### config.mk
export PLATFORM = sky130hd
export DESIGN_NAME = mux_n_scan
export DESIGN_NICKNAME = d
export VERILOG_FILES = /design/src/rtl/mux_n_scan.sv
export SDC_FILE = /design/constraint.sdc
export NUM_CORES = 1
export LEC_CHECK = 0
export ABC_CLOCK_PERIOD_IN_PS = 3000
export BUFFER_PORTS_ARGS = -buffer_cell sky130_fd_sc_hd__buf_2
export CAP_MARGIN = 15
export CORE_UTILIZATION = 46
export CTS_CLUSTER_SIZE = 16
export DETAILED_ROUTE_END_ITERATION = 6
export GPL_TIMING_DRIVEN = 0
export PLACE_DENSITY = 0.83
export SLEW_MARGIN = 20
export SYNTH_ARGS = -nofsm -noshare
export SYNTH_HDL_FRONTEND = slang
export SYNTH_SLANG_ARGS = --single-unit
### constraint.sdc
create_clock -name clk -period 3 [get_ports clk]
set_clock_uncertainty 0.2 [all_clocks]
set_input_delay 0.45 -clock clk [delete_from_list [all_inputs] [get_ports clk]]
set_output_delay 0.45 -clock clk [all_outputs]
set_load 0.02 [all_outputs]
### src/rtl/mux_n_scan.sv
// Registered N-channel, WIDTH-bit selector with manual select and auto-scan modes.
// Latency: 1 cycle from data_in/sel/mode sampling to out/ch/valid/wrap.
// No backpressure: en gates all state updates, and valid drops while en is low.
//
// Ports:
//   clk      rising-edge clock
//   reset_n  asynchronous active-low reset
//   data_in  N channels flattened; channel k = data_in[k*WIDTH +: WIDTH]
//   sel      manual channel select (used when mode = 0)
//   mode     0 = manual, 1 = scan
//   en       global enable; when low, state holds and valid/wrap are forced low
//   hold     scan mode only: freeze channel stepping, keep tracking live data
//   out      registered data of the selected channel (0 for an illegal select)
//   ch       index of the channel currently on out
//   valid    out carries a legal channel's data
//   wrap     one-cycle pulse on the last dwell cycle of the last channel
module mux_n_scan #(
   parameter int N     = 4,
   parameter int WIDTH = 8,
   parameter int DWELL = 3,
   parameter int SEL_W = 2
) (
   input  logic               clk,
   input  logic               reset_n,
   input  logic [N*WIDTH-1:0] data_in,
   input  logic [SEL_W-1:0]   sel,
   input  logic               mode,
   input  logic               en,
   input  logic               hold,
   output logic [WIDTH-1:0]   out,
   output logic [SEL_W-1:0]   ch,
   output logic               valid,
   output logic               wrap
);

   // Dwell counter needs at least one bit even when DWELL = 1.
   localparam int              DW_W       = (DWELL > 1) ? $clog2(DWELL) : 1;
   localparam logic [SEL_W-1:0] LAST_IDX   = SEL_W'(N - 1);
   localparam logic [DW_W-1:0]  LAST_DWELL = DW_W'(DWELL - 1);

   logic [SEL_W-1:0] scan_idx;
   logic [DW_W-1:0]  dwell_cnt;
   logic             mode_q;

   logic             entering;
   logic [SEL_W-1:0] eff_idx;
   logic [DW_W-1:0]  eff_dwell;
   logic [SEL_W-1:0] pick_idx;
   logic             pick_legal;
   logic [WIDTH-1:0] pick_dat;
   logic             last_dwell;
   logic             last_ch;
   logic [SEL_W-1:0] nxt_idx;
   logic [DW_W-1:0]  nxt_dwell;
   logic             nxt_wrap;

   // Channel pick and scan stepping.
   always_comb begin
      // A manual->scan transition (mode_q still 0) restarts the sweep at
      // channel 0 with a fresh dwell, whatever scan state was left behind.
      entering  = ~mode_q;
      eff_idx   = entering ? '0 : scan_idx;
      eff_dwell = entering ? '0 : dwell_cnt;

      pick_idx   = mode ? eff_idx : sel;
      pick_legal = (32'(pick_idx) < N);

      // Compare-and-select loop instead of a variable part-select, so an
      // out-of-range sel (non power-of-2 N) yields zeros rather than X.
      pick_dat = '0;
      for (int k = 0; k < N; k++) begin
         if (32'(pick_idx) == k) begin
            pick_dat = data_in[k*WIDTH +: WIDTH];
         end
      end

      last_dwell = (eff_dwell == LAST_DWELL);
      last_ch    = (eff_idx == LAST_IDX);

      nxt_idx   = eff_idx;
      nxt_dwell = eff_dwell;
      if (!hold) begin
         if (!last_dwell) begin
            nxt_dwell = eff_dwell + DW_W'(1);
         end else begin
            nxt_dwell = '0;
            nxt_idx   = last_ch ? '0 : eff_idx + SEL_W'(1);
         end
      end
      // hold wins over the final dwell cycle of the last channel.
      nxt_wrap = ~hold & last_ch & last_dwell;
   end

   always_ff @(posedge clk or negedge reset_n) begin
      if (!reset_n) begin
         out       <= '0;
         ch        <= '0;
         valid     <= 1'b0;
         wrap      <= 1'b0;
         scan_idx  <= '0;
         dwell_cnt <= '0;
         mode_q    <= 1'b0;
      end else if (!en) begin
         // Everything else holds, so scan resumes at the same dwell position.
         valid <= 1'b0;
         wrap  <= 1'b0;
      end else begin
         mode_q <= mode;
         out    <= pick_legal ? pick_dat : '0;
         ch     <= pick_idx;
         valid  <= pick_legal;
         if (mode) begin
            scan_idx  <= nxt_idx;
            dwell_cnt <= nxt_dwell;
            wrap      <= nxt_wrap;
         end else begin
            // Scan state is kept but will be restarted on the next entry.
            wrap <= 1'b0;
         end
      end
   end

endmodule

# Word level (Yosys, flattened, before mapping)
# Cells that the tools add are included.
# Widths: inputs -> output; s select.
word_totals:
  reg_bits: 17
  latchBits: 0
  ram_bits: 0
  romBits: 0
  output_inout_bits: 12
  word_cells: 34
  n_memories: 0
classes:
  n_addsub: 2
  n_mul: 0
  div: 0
  magnitude_cmp: 0
  eq_ne: 5
  shifts: 0
  n_mux: 15
  n_bitwise: 3
  n_reduce_logical: 2
ops:
  columns: ["operator", "n"]
  rows:
  - ["$mux 8", 4]
  - ["$mux 2", 8]
  - ["$eq 2x2->1 const B", 4]
  - ["$add 2x1->2 const B", 2]
  - ["$mux 1", 3]
  - ["$and 1x1->1", 2]
  - ["$eq 2x1->1 const B", 1]
  - ["$logic_not 2->1", 1]
  - ["$reduce_and 2->1", 1]
  - ["$not 1->1", 1]

# Longest topological paths before layout
# Gate-level depths: netlist of the first run.
logic_depth:
  ltp_word: 7
  mapped_depth: 6

# Least setup slack after synthesis of the first run
# No wires, ideal clock.
synth_timing:
  kind: "input-to-reg"
  startpoint: "input mode"
  endpoint: "register out[0]"
  setup_time_ns: 0.104
  t_arrival_ns: 1.504
  t_required_ns: 2.696
  path_slack_ns: 1.192
  stages: 6
  cell_sequence: "clkbuf_1 nor2b_1 a21o_1 buf_4 mux2i_1 a221oi_1"
synth_between:
  elab_chain_cells: 6
  elab_cells_between_ends: 9
  cone_classes: "3 x eq/ne; 5 x mux; 1 x reduce/logical"
synth_rtl:
  columns: ["element", "line", "rtl"]
  rows:
  - ["from (decl)", "27", "input logic mode,"]
  - ["$mux 2 (*)", "65", "pick_idx = mode ? eff_idx : sel;"]
  - ["$logic_not 2->1", "72", "if (32'(pick_idx) == k) begin"]
  - ["$mux 8 (3 in a row)", "72", null]
  - ["$mux 8 (*)", "72", null]
  - ["to (signal assigned)", "109", "out <= pick_legal ? pick_dat : '0;"]
  - ["to (decl)", "30", "output logic [WIDTH-1:0] out,"]
# Mark *: on every way between the ends. The rest lies on a longest branch, timed or not.
# A chain may end at the register's enable or synchronous reset.

# Worst setup path after layout of the first run
layout_timing:
  startpoint: "register mode_q"
  endpoint: "register out[4]"
layout_between:
  elab_chain_cells: 7
  elab_cells_between_ends: 10
  cone_classes: "3 x eq/ne; 6 x mux; 1 x reduce/logical"
layout_rtl:
  columns: ["element", "line", "rtl"]
  rows:
  - ["from (decl)", "43", "logic mode_q;"]
  - ["from (signal assigned)", "108", "mode_q <= mode;"]
  - ["$mux 2 (*)", "62", "eff_idx = entering ? '0 : scan_idx;"]
  - ["$mux 2 (*)", "65", null]
  - ["$logic_not 2->1", "72", null]
  - ["$mux 8 (3 in a row)", "72", null]
  - ["$mux 8 (*)", "72", null]
# Marks and branches as above.

==> results of run 1 <==
[logic make-up (layout without fill, tap and decap cells)]
group                      Yosys count  in the layout
muxes                               11             11
buffers and inverters                7             61
and+or+nand+nor                     22             22
AOI/OAI and AO/OA                   27             27
adders and majority gates            1              1
DFF                                 17             17
[state kept, by name (all words and copies together), names as in the netlist]
name / count
ch: 2
dwell_cnt: 2
mode_q: 1
out: 8
scan_idx: 2
valid: 1
wrap: 1
[cell type report]
type	instances	area share
Buffer	5	0.0183
Inverter	2	0.00611
Tap cell	25	0.0255
Multi-Input combinational cell	61	0.375
Timing Repair Buffer	50	0.208
Sequential cell	17	0.346
Clock buffer	4	0.0214
[final timing paths]
path	to	depth (start not counted)
setup reg to reg	out[4]	4
setup / recovery	out[4]	4
max in group asynchronous	out[3]	2
hold reg to reg	ch[1]	2
min in group asynchronous	dwell_cnt[1]	2
hold / removal	valid	1
[repair_timing]
| action | in CTS | in global routing |
|---|---|---|
| resized for setup | 0 | 0 |
| endpoints found under the hold margin | 17 | 0 |
| endpoints found under the setup margin | 0 | 0 |
| hold buffers | 1 | 0 |
[cell usage after synthesis (all sizes together)]
library cell  number  area [um^2]
a21o               3         23.8
a221oi             8         70.1
a22o               3         27.5
a32oi              2         32.5
and2               4         27.5
and3b              1         8.76
buf                1         7.51
clkbuf             4         15.0
dfrtp             17          425
ha                 1         12.5
inv                2         7.50
mux2               2         26.3
mux2i              9         90.1
nand2              3         11.3
nor2              12         45.0
nor2b              1         6.26
o21ai              3         15.0
o22ai              8         50.1
or4b               1         13.8
[power groups by stage]
| stage | logic [mW] | registers [mW] | clock network, mW |
|---|---|---|---|
| floorplan | 0.0595 | 0.297 | 0 |
| global placement | 0.137 | 0.276 | 0 |
| detailed placement | 0.142 | 0.277 | 0 |
| CTS | 0.143 | 0.273 | 0.121 |
| global route | 0.154 | 0.276 | 0.132 |
| finish | 0.142 | 0.273 | 0.118 |
[through the flow]
step	area [um^2]	instances	util	power (mW)
after floorplan	916	85	-	0.357
after global placement	1190	159	0.662	0.413
after detailed placement	1190	159	0.662	0.419
after CTS	1230	164	0.682	0.537
after global routing	1230	164	0.682	0.562
final	1230	164	0.682	0.532
[metal layers]
layer	up-vias	global-route usage	wire length (um)
li1	433	-	-
met1	433	0.239	906
met2	22	0.375	1230
met3	2	0.0706	78
met4	0	0.0971	21
met5	-	0	0
==> results by stage, run 1 <==
Power and ir drop:
- The share of power burned in registers is 0.512.
- Of the total power, the share spent switching nets is 0.301.
- The share of total power dissipated in combinational logic is 0.267.
- The switching power summed over all nets is 0.160 mW.
- The portion of total power attributed to the clock network is 0.221.
- The internal power of the cells totals 0.372 mW.
- The leakage power summed over all cells is 0.605 nW.
- The power density over the cells is 433 mW/mm^2.
- The maximum vdd ir drop is 0.342 mV.

Global route:
- The global-route wire length before repair is 3150 um.
- The maximum number of pins on one net before global-route repair is 18.
- For this run, the total global-route usage over all layers was measured as 0.217.
- The initial antenna violation count is 0.
- The global route total overflow is 0.
- The via count of the first global-routing pass is 766.

Timing:
- The setup-violating endpoint count in the final report is 0.
- The post-layout worst setup margin is 1070 ps.
- The max-slew headroom at the worst pin is 0.705.
- For the pin with the worst max-slew slack, the measured transition is 442 ps.
- The post-layout minimum cycle time is 1930 ps.
- The final number of max-transition violations is 0.
- Of the available clock period, the critical path in the final layout requires 0.643.
- The minimum hold slack is 125 ps.
- The final hold violation count is 0.
- The highest clock frequency the design can meet is 519 MHz.
- The aggregate negative setup slack is 0 ps.
- Setup repair after global routing left no endpoint under its margin.

Layout:
- The layout cell share with drive strength beyond 1 is 0.453.
- For this run, the post-layout net count is 180.
- The area taken by multi-input logic gates is 460 um^2.
- The most common cell after layout, fill and taps aside is sky130_fd_sc_hd__buf_2.
- Registers take 425 um^2.
- The number of inserted diodes is 0.
- After filler insertion, the fill cell instance count of the layout stands at 155.
- Leaving out fill and tap cells, the most frequent cells in the layout are sky130_fd_sc_hd__buf_2, sky130_fd_sc_hd__dfrtp_1, sky130_fd_sc_hd__nor2_1.
- Relative to the synthesized area, the layout overhead comes to 34.2%.

Clock tree:
- The root buffer cell is sky130_fd_sc_hd__clkbuf_4.
- The post-CTS repair timing setup buffer count is 0.
- The clock network latency to the later pin of the worst-skew pair is 290 ps.
- The clock slew at the register clock pins of the worst setup and hold paths is 90 ps.
- The clock tree from TritonCTS is done.
- CTS saw 17 sinks.
- The H-tree level count is 1.
- The deepest clock path buffer count is 2.
- TritonCTS created 3 clock buffers.

Run status:
- The flow ran to the end, and the final reports show no timing, DRC or antenna violations.

Detailed routing:
- The first detailed-routing pass took 4 iterations.
- The detailed router finished its first iteration with 13 violations.
- The wire length per cell after detailed routing is 13.6 um.
- The routed via count divided by cell count is 5.43.
- The detail route stage leaves a number of antenna-violating nets equal to 0.
- The via count is 890.
- The DRC violation count after routing is 0.
- The final layout contains routed wiring with a total length of 2240 um.

Critical path:
- Data arrives at the worst endpoint at 1910 ps.
- On the critical path, the stage with the largest delay is an instance of sky130_fd_sc_hd__dfrtp_1.
- On the critical path the largest part of the delay comes from compound AO/OA/AOI/OAI gates.
- Walking the worst path, the cells encountered are and2_2 > a32oi_2 > o22ai_1 > a221oi_1.
- The delay of the slowest cell on the worst path is 450 ps.
- For the worst setup path, the data required time is 2980 ps.
- The launch point of the worst reg-to-reg path is mode_q.
- The worst path buffer plus inverter count is 0.
- Tracing the worst setup path back leads to its startpoint at mode_q.
- Along the worst path, the maximum fanout reaches 8.
- The internal reg-to-reg setup slack is 1070 ps.
- STA classifies the critical path endpoint as a register.
- STA classifies the critical path startpoint as a register.
- The setup path with the least slack is of type register to register.

Synth:
- Of the synthesized area, sequential elements account for 0.464.
- In the synthesized netlist, the number of instances is 85.
- The xor-xnor portion of the synthesized cell area is 0.
- The number of nets in the synthesized netlist is 125.
- Of the total synthesized cell area, the portion taken by AND, OR, NAND and NOR gates is 0.123.
- The number of distinct library cell variants in the gate-level netlist after synthesis is 24.
- The post-synthesis sequential element count is 17.
- The average footprint of a synthesized cell is 10.8 um^2.
- The multiplexer share of the synthesized area is 0.127.
- The count of synthesis-stage warnings from yosys is 0.
- The largest family of logic cells by synthesized area is compound AO/OA/AOI/OAI gates.
- The fraction of the mapped netlist area in adder cells is 0.0137.
- The complex-gate fraction of the synthesized area was 0.239.
- The area of the mapped netlist is 916 um^2.

Min path:
- The tightest min-delay check is of the primary input to register type.
- The beginning of the worst hold path is en.

Die:
- The initial utilization of the core area, before any placement, comes to 0.508.
- The die covers 0.00217 mm^2.
- The I/O pin count is 51.
- The core region is 0.00180 mm^2.
- The floorplan step set the die width to 46.6 um.
- The y dimension of the die is 46.6 um.
- The total number of placement rows is 15.

Place:
- The weighted congestion at the end of routability-driven global placement is 0.680.
- The detailed placement HPWL is 1770 um.
- The total of buffers placed on input and output ports is 49.
- Before CTS, the worst setup slack after placement is 926 ps.

Job:
- Across the run, the number of max-cap violations was 0.
Power figures use the tool's default switching activity.
==> inputs of run 2 (changes only) <==
--- a/config.mk
+++ b/config.mk
@@ -5,14 +5,14 @@
 export SDC_FILE = /design/constraint.sdc
 export NUM_CORES = 1
 export LEC_CHECK = 0
-export ABC_CLOCK_PERIOD_IN_PS = 3000
+export ABC_CLOCK_PERIOD_IN_PS = 1750
 export BUFFER_PORTS_ARGS = -buffer_cell sky130_fd_sc_hd__buf_2
 export CAP_MARGIN = 15
-export CORE_UTILIZATION = 46
+export CORE_UTILIZATION = 39
 export CTS_CLUSTER_SIZE = 16
 export DETAILED_ROUTE_END_ITERATION = 6
 export GPL_TIMING_DRIVEN = 0
-export PLACE_DENSITY = 0.83
+export PLACE_DENSITY = 0.75
 export SLEW_MARGIN = 20
 export SYNTH_ARGS = -nofsm -noshare
 export SYNTH_HDL_FRONTEND = slang
==> constraint.sdc (replaced) <==
create_clock -name clk -period 1.75 [get_ports clk]
set_clock_uncertainty 0.2 [all_clocks]
set_input_delay 0.2625 -clock clk [delete_from_list [all_inputs] [get_ports clk]]
set_output_delay 0.2625 -clock clk [all_outputs]
set_load 0.02 [all_outputs]
==> results by stage, run 2 (same netlist as run 1, synthesis figures left out) <==
Die:
- The die span in x is 50.5 um (+8.2%).
- The area enclosed by the die boundary is 0.00255 mm^2 (+17%).
- The y dimension of the die is 50.5 um (+8.2%).
- The I/O pin count is 51 (unchanged).
- The total number of placement rows was 17 (+2).
- The starting density of the core is 0.414 (-0.0943).
- The area of the core was 0.00221 mm^2 (+23%).

Timing:
- The highest clock frequency the design can meet was 572 MHz (+10%).
- The max-slew headroom at the worst pin is 0.579 (-0.126).
- Setup repair after global routing could not meet its margin everywhere.
- The post-layout minimum cycle time is 1750 ps (-180 ps).
- The post-layout worst setup margin was 2.42 ps (-1070 ps).
- The final number of max-transition violations is 0 (unchanged).
- The final hold violation count came to 0 (unchanged).
- The setup-violating endpoint count in the final report is 0 (unchanged).
- The share of the cycle needed by the critical path after routing was 0.999 (+0.356).
- The slew at the pin closest to its max-slew limit was 631 ps (+189 ps).

Critical path:
- The critical path starts at mode_q.
- The kind of cell with the highest combined delay on the critical path is compound AO/OA/AOI/OAI gates.
- The delay of the slowest cell on the worst path is 450 ps (about the same).
- The highest net fanout along the worst path was 8 (unchanged).
- The class of the most critical setup path is register to register.
- The critical path goes through and2_4 > a32oi_4 > o22ai_1 > a221oi_2.
- The largest individual stage delay along the critical path comes from the cell sky130_fd_sc_hd__dfrtp_2.
- The endpoint required time on the critical path is 1750 ps (-1230 ps).
- The element type at the critical path start is a register.
- The worst path buffer plus inverter count was 0 (unchanged).
- The launch point of the worst reg-to-reg path is mode_q.
- The type of element capturing the critical path is a register.
- The critical path arrival came to 1750 ps (-160 ps).

Detailed routing:
- The DRC violation count after routing came to 0 (unchanged).
- The violation count after the first detailed-route iteration was 21 (+8).
- The remaining antenna violation count came to 0 (unchanged).
- The wire length per cell after detailed routing was 15.9 um (+17%).
- The overall routed net length is 2810 um (+25%).
- The first-pass detailed-route iteration total came to 4 (unchanged).
- The routed via count divided by cell count is 5.50 (+1.3%).
- The via count is 968 (+8.8%).

Layout:
- The layout cell share with drive strength beyond 1 is 0.547 (+0.0941).
- The number of flip-flops under the largest register name was 8 (unchanged).
- The layout net count is 189 (+5.0%).
- The number of inserted diodes is 0 (unchanged).
- In the layout the commonest cells are sky130_fd_sc_hd__buf_2, sky130_fd_sc_hd__dfrtp_1, sky130_fd_sc_hd__nor2_1.
- The most common cell after layout, fill and taps aside is sky130_fd_sc_hd__buf_2.
- The register bank with the most flops is out.
- Compared with the post-synthesis result, the final layout area differs by 51.5%.

Clock tree:
- The H-tree level count came to 1 (unchanged).
- The TritonCTS sink count is 17 (unchanged).
- The clock network latency to the later pin of the worst-skew pair is 290 ps (about the same).
- The clock buffer count from CTS is 3 (unchanged).
- The deepest clock path buffer count was 2 (unchanged).
- The root buffer cell is sky130_fd_sc_hd__clkbuf_4.
- The clock slew at the register clock pins of the worst setup and hold paths is 110 ps (+20 ps).
- The clock tree from TritonCTS is done.

Min path:
- The worst hold path belongs to the class primary input to register.
- The worst hold path begins at data_in[20].

Global route:
- The global route total overflow is 0 (unchanged).
- The global-route wire length before repair was 3970 um (+26%).
- The initial antenna violation count is 0 (unchanged).
- The maximum number of pins on one net before global-route repair is 18 (unchanged).
- The via count of the first global-routing pass is 887 (+16%).
- The global-route usage over all layers is 0.211 (-0.00626).

Place:
- The total of buffers placed on input and output ports is 49 (unchanged).
- The detailed placement HPWL is 1730 um (-2.1%).
- The post-place setup slack is -136 ps (-1060 ps).
- The weighted congestion at the end of routability-driven global placement is 0.732 (+7.6%).

Power and ir drop:
- The power density over the cells is 700 mW/mm^2 (+62%).
- The leakage power summed over all cells is 0.666 nW (+10%).
- The maximum vdd ir drop was 0.463 mV (+35%).
- The overall power is 0.971 mW (+83%).

Job:
- The max-cap violation count is 0 (unchanged).

Run status:
- The flow ran to the end, and the final reports show no timing, DRC or antenna violations.
## run 2: cell types whose count changed in the layout (fill, tap and decap cells not counted), moves of 3 or more
cell	before	now
sky130_fd_sc_hd__a221oi_1	8	3
sky130_fd_sc_hd__a221oi_2	0	5
sky130_fd_sc_hd__buf_4	1	7
sky130_fd_sc_hd__buf_6	0	3
## run 2: path summary, 6_finish.rpt
check	to	slack, ps	cells after the start
hold / removal	out[4]	100	3
min in group asynchronous	out[2]	210	2
setup / recovery	out[6]	2	4
max in group asynchronous	mode_q	860	2
setup reg to reg	out[6]	2	4
hold reg to reg	ch[1]	340	2
## run 2: area by class of cell
type,count,area (um^2)
flip-flops and latches,17,427
fillers,187,825
well taps,28,35.0
plain buffers,4,22.5
inverters,2,7.51
repair buffers,60,340
clock buffers,4,26.3
multi-input cells,61,529
## run 2: timing repair
item                                    in CTS  in global routing
endpoints found under the setup margin      11                  9
hold endpoints to repair                    18                  0
buffers inserted                             6                  3
resized for setup                            5                 10
hold buffers                                 2                  0
pin swaps                                    3                  8
## run 2: tightest hold or removal path: stages
cell                       delay (ps)
sky130_fd_sc_hd__buf_2            110
sky130_fd_sc_hd__o22ai_2          110
sky130_fd_sc_hd__a221oi_2          70
## run 2: power by group
group	leakage [nW]	switching (mW)	internal, mW
sequential	0.203	0.0308	0.437
combinational	0.447	0.158	0.135
clock	0.0150	0.122	0.0884
total	0.666	0.310	0.661
## run 2: routing by layer
metal / GRT usage / vias up / share of wire
li1: - / 455 / -
met4: 0.0880 / 0 / 0.0029
met5: 0 / - / 0
met3: 0.0303 / 2 / 0.063
met1: 0.260 / 464 / 0.38
met2: 0.364 / 47 / 0.55
## run 2: through the flow
stage               std cells  setup TNS, ps  utilization  instance area (um^2)  hold WS, ps
finish                    176              0        0.627                  1390         96.5
global route              176           -136        0.627                  1390         87.2
CTS                       173              0        0.594                  1320          100
detailed placement        162          -1040        0.541                  1200         4.33
global placement          162           -723        0.541                  1200        0.540
floorplan                  85              0            -                   916         -233
==> inputs of run 3 (changes only) <==
--- a/config.mk
+++ b/config.mk
@@ -5,14 +5,14 @@
 export SDC_FILE = /design/constraint.sdc
 export NUM_CORES = 1
 export LEC_CHECK = 0
-export ABC_CLOCK_PERIOD_IN_PS = 1750
+export ABC_CLOCK_PERIOD_IN_PS = 2200
 export BUFFER_PORTS_ARGS = -buffer_cell sky130_fd_sc_hd__buf_2
 export CAP_MARGIN = 15
-export CORE_UTILIZATION = 39
+export CORE_UTILIZATION = 46
 export CTS_CLUSTER_SIZE = 16
 export DETAILED_ROUTE_END_ITERATION = 6
 export GPL_TIMING_DRIVEN = 0
-export PLACE_DENSITY = 0.75
+export PLACE_DENSITY = 0.83
 export SLEW_MARGIN = 20
 export SYNTH_ARGS = -nofsm -noshare
 export SYNTH_HDL_FRONTEND = slang
==> constraint.sdc (replaced) <==
create_clock -name clk -period 2.2 [get_ports clk]
set_clock_uncertainty 0.2 [all_clocks]
set_input_delay 0.33 -clock clk [delete_from_list [all_inputs] [get_ports clk]]
set_output_delay 0.33 -clock clk [all_outputs]
set_load 0.02 [all_outputs]
==> results by stage, run 3 (same netlist as run 1, synthesis figures left out) <==
Die:
- The I/O pin count is 51 (unchanged).
- The starting density of the core was 0.508 (+0.0943).
- The total number of placement rows is 15 (-2).
- The area of the core is 0.00180 mm^2 (-19%).
- The die span in x is 46.6 um (-7.6%).
- The area enclosed by the die boundary is 0.00217 mm^2 (-15%).
- The y dimension of the die was 46.6 um (-7.6%).

Timing:
- The aggregate negative setup slack is 0 ps (unchanged).
- Static timing analysis puts the maximum clock frequency at 506 MHz.
- Dividing the final minimum period by the clock period gives 0.898.
- The final number of max-transition violations came to 0 (unchanged).
- Setup repair after global routing left no endpoint under its margin.
- The minimum hold slack is 174 ps (+77.0 ps).
- The slew at the pin closest to its max-slew limit was 442 ps (-189 ps).
- The post-layout minimum cycle time is 1970 ps.
- The setup-violating endpoint count in the final report is 0 (unchanged).
- The max-slew headroom at the worst pin is 0.705 (+0.126).
- The final hold violation count is 0 (unchanged).

Layout:
- The number of inserted diodes is 0 (unchanged).
- The number of flip-flops under the largest register name is 8 (unchanged).
- The end-of-flow core utilization is 0.688 (+0.0602).
- The layout cell share with drive strength beyond 1 is 0.450 (-0.0973).
- The final standard cell count with taps included and fillers excluded is 165 (-6.3%).
- The area growth from synthesis to layout is 35.2%.
- The library cells used most frequently in the layout, excluding fill and tap cells, are sky130_fd_sc_hd__buf_2, sky130_fd_sc_hd__dfrtp_1, sky130_fd_sc_hd__nor2_1.
- The register bank with the most flops is out.
- The layout net count is 181 (-4.2%).
- The library cell used most frequently in the layout, excluding fill and tap cells, is sky130_fd_sc_hd__buf_2.

Global route:
- The global route total overflow came to 0 (unchanged).
- The initial antenna violation count came to 0 (unchanged).
- The global-route wire length before repair was 3150 um (-21%).
- The global-route usage over all layers is 0.217 (+0.00626).
- The maximum number of pins on one net before global-route repair is 18 (unchanged).
- The via count of the first global-routing pass is 766 (-14%).

Run status:
- The flow ran to the end, and the final reports show no timing, DRC or antenna violations.

Clock tree:
- The clock buffer count from CTS is 3 (unchanged).
- The clock slew at the register clock pins of the worst setup and hold paths came to 90 ps (-20 ps).
- TritonCTS built the clock tree.
- The clock network latency to the later pin of the worst-skew pair is 290 ps (about the same).
- The H-tree level count is 1 (unchanged).
- The deepest clock path buffer count is 2 (unchanged).
- The root buffer cell is sky130_fd_sc_hd__clkbuf_4.
- The TritonCTS sink count is 17 (unchanged).

Place:
- The weighted congestion at the end of routability-driven global placement is 0.680 (-7.0%).
- The detailed placement HPWL is 1770 um (+2.1%).
- The total of buffers placed on input and output ports is 49 (unchanged).
- The number of instances in the placed design is 159 (-1.9%).

Critical path:
- The endpoint required time on the critical path was 2150 ps (+400 ps).
- The type of element capturing the critical path is a register.
- The highest net fanout along the worst path was 10 (+2).
- The critical path arrival is 1920 ps (+170 ps).
- The class of the most critical setup path is primary input to register.
- The element type at the critical path start is a primary input.

Detailed routing:
- The remaining antenna violation count is 0 (unchanged).
- The DRC violation count after routing was 0 (unchanged).
- The overall routed net length was 2240 um (-20%).
- The wire length per cell after detailed routing came to 13.6 um (-15%).
- The violation count after the first detailed-route iteration is 13 (-38%).
- The via count is 894 (-7.6%).
- The routed via count divided by cell count is 5.42 (-1.5%).
- The first-pass detailed-route iteration total is 4 (unchanged).

Power and ir drop:
- The overall power was 0.727 mW (-25%).
- The power density over the cells is 587 mW/mm^2 (-16%).
- The leakage power summed over all cells is 0.609 nW (-8.5%).
- The maximum vdd ir drop is 0.467 mV (+0.84%).

Min path:
- The path category of the worst min-delay check is primary input to register.

Job:
- The max-cap violation count is 0 (unchanged).
## run 3: cell types whose count changed in the layout (fill, tap and decap cells not counted)
cell                       delta
sky130_fd_sc_hd__buf_4        -6
sky130_fd_sc_hd__a221oi_1     +5
sky130_fd_sc_hd__a221oi_2     -5
sky130_fd_sc_hd__buf_6        -3
sky130_fd_sc_hd__a32oi_2      +2
sky130_fd_sc_hd__a32oi_4      -2
sky130_fd_sc_hd__o22ai_1      +2
sky130_fd_sc_hd__o22ai_2      -2
sky130_fd_sc_hd__and2_1       +1
sky130_fd_sc_hd__and2_4       -1
sky130_fd_sc_hd__clkbuf_1     +1
sky130_fd_sc_hd__dfrtp_1      +1
sky130_fd_sc_hd__dfrtp_2      -1
## run 3: area by class of cell
class                   instances  area, um^2
fillers                       153         563
multi-input cells              61         460
clock buffers                   4        26.3
inverters                       2        7.51
repair buffers                 51         265
flip-flops and latches         17         425
well taps                      25        31.3
plain buffers                   5        22.5
## run 3: repair_timing
| item | CTS | global route |
|---|---|---|
| hold buffers | 2 | 0 |
| endpoints found under the setup margin | 0 | 0 |
| endpoints found under the hold margin | 18 | 0 |
| gates resized for setup | 0 | 0 |
| setup buffers | 0 | 0 |
## run 3: power breakdown
group / internal (mW) / switching [mW]
clock: 0.0705 / 0.0900
sequential: 0.347 / 0.0244
combinational: 0.0903 / 0.104
total: 0.508 / 0.219
## run 3: through the flow
step | worst slack, ps | cell area (um^2)
final | 225 | 1240
after global placement | 332 | 1190
after global routing | 124 | 1240
after CTS | 228 | 1240
after floorplan | 478 | 916
after detailed placement | 246 | 1190
## run 3: critical path, stage by stage
cell                            delay [ps]
sky130_fd_sc_hd__dlygate4sd3_1         520
sky130_fd_sc_hd__buf_2                 140
sky130_fd_sc_hd__clkbuf_1              360
sky130_fd_sc_hd__clkbuf_1              410
sky130_fd_sc_hd__a221oi_1              150
## run 3: routing by layer
layer	up-vias	global-route usage	wire length [um]	share of wire
li1	436	-	-	-
met2	22	0.375	1230	0.55
met1	434	0.239	905	0.40
met4	0	0.0971	21	0.0094
met5	-	0	0	0
met3	2	0.0706	80	0.036
## run 3: path summary, 6_finish.rpt
kind | start | slack [ps] | cells past startpoint | endpoint
setup / recovery | en | 230 | 5 | out[1]
hold / removal | data_in[19] | 170 | 3 | out[3]
setup reg to reg | mode_q | 270 | 4 | out[4]
hold reg to reg | ch[1] | 290 | 2 | ch[1]
max in group asynchronous | reset_n | 1260 | 2 | out[3]
min in group asynchronous | reset_n | 280 | 2 | dwell_cnt[1]
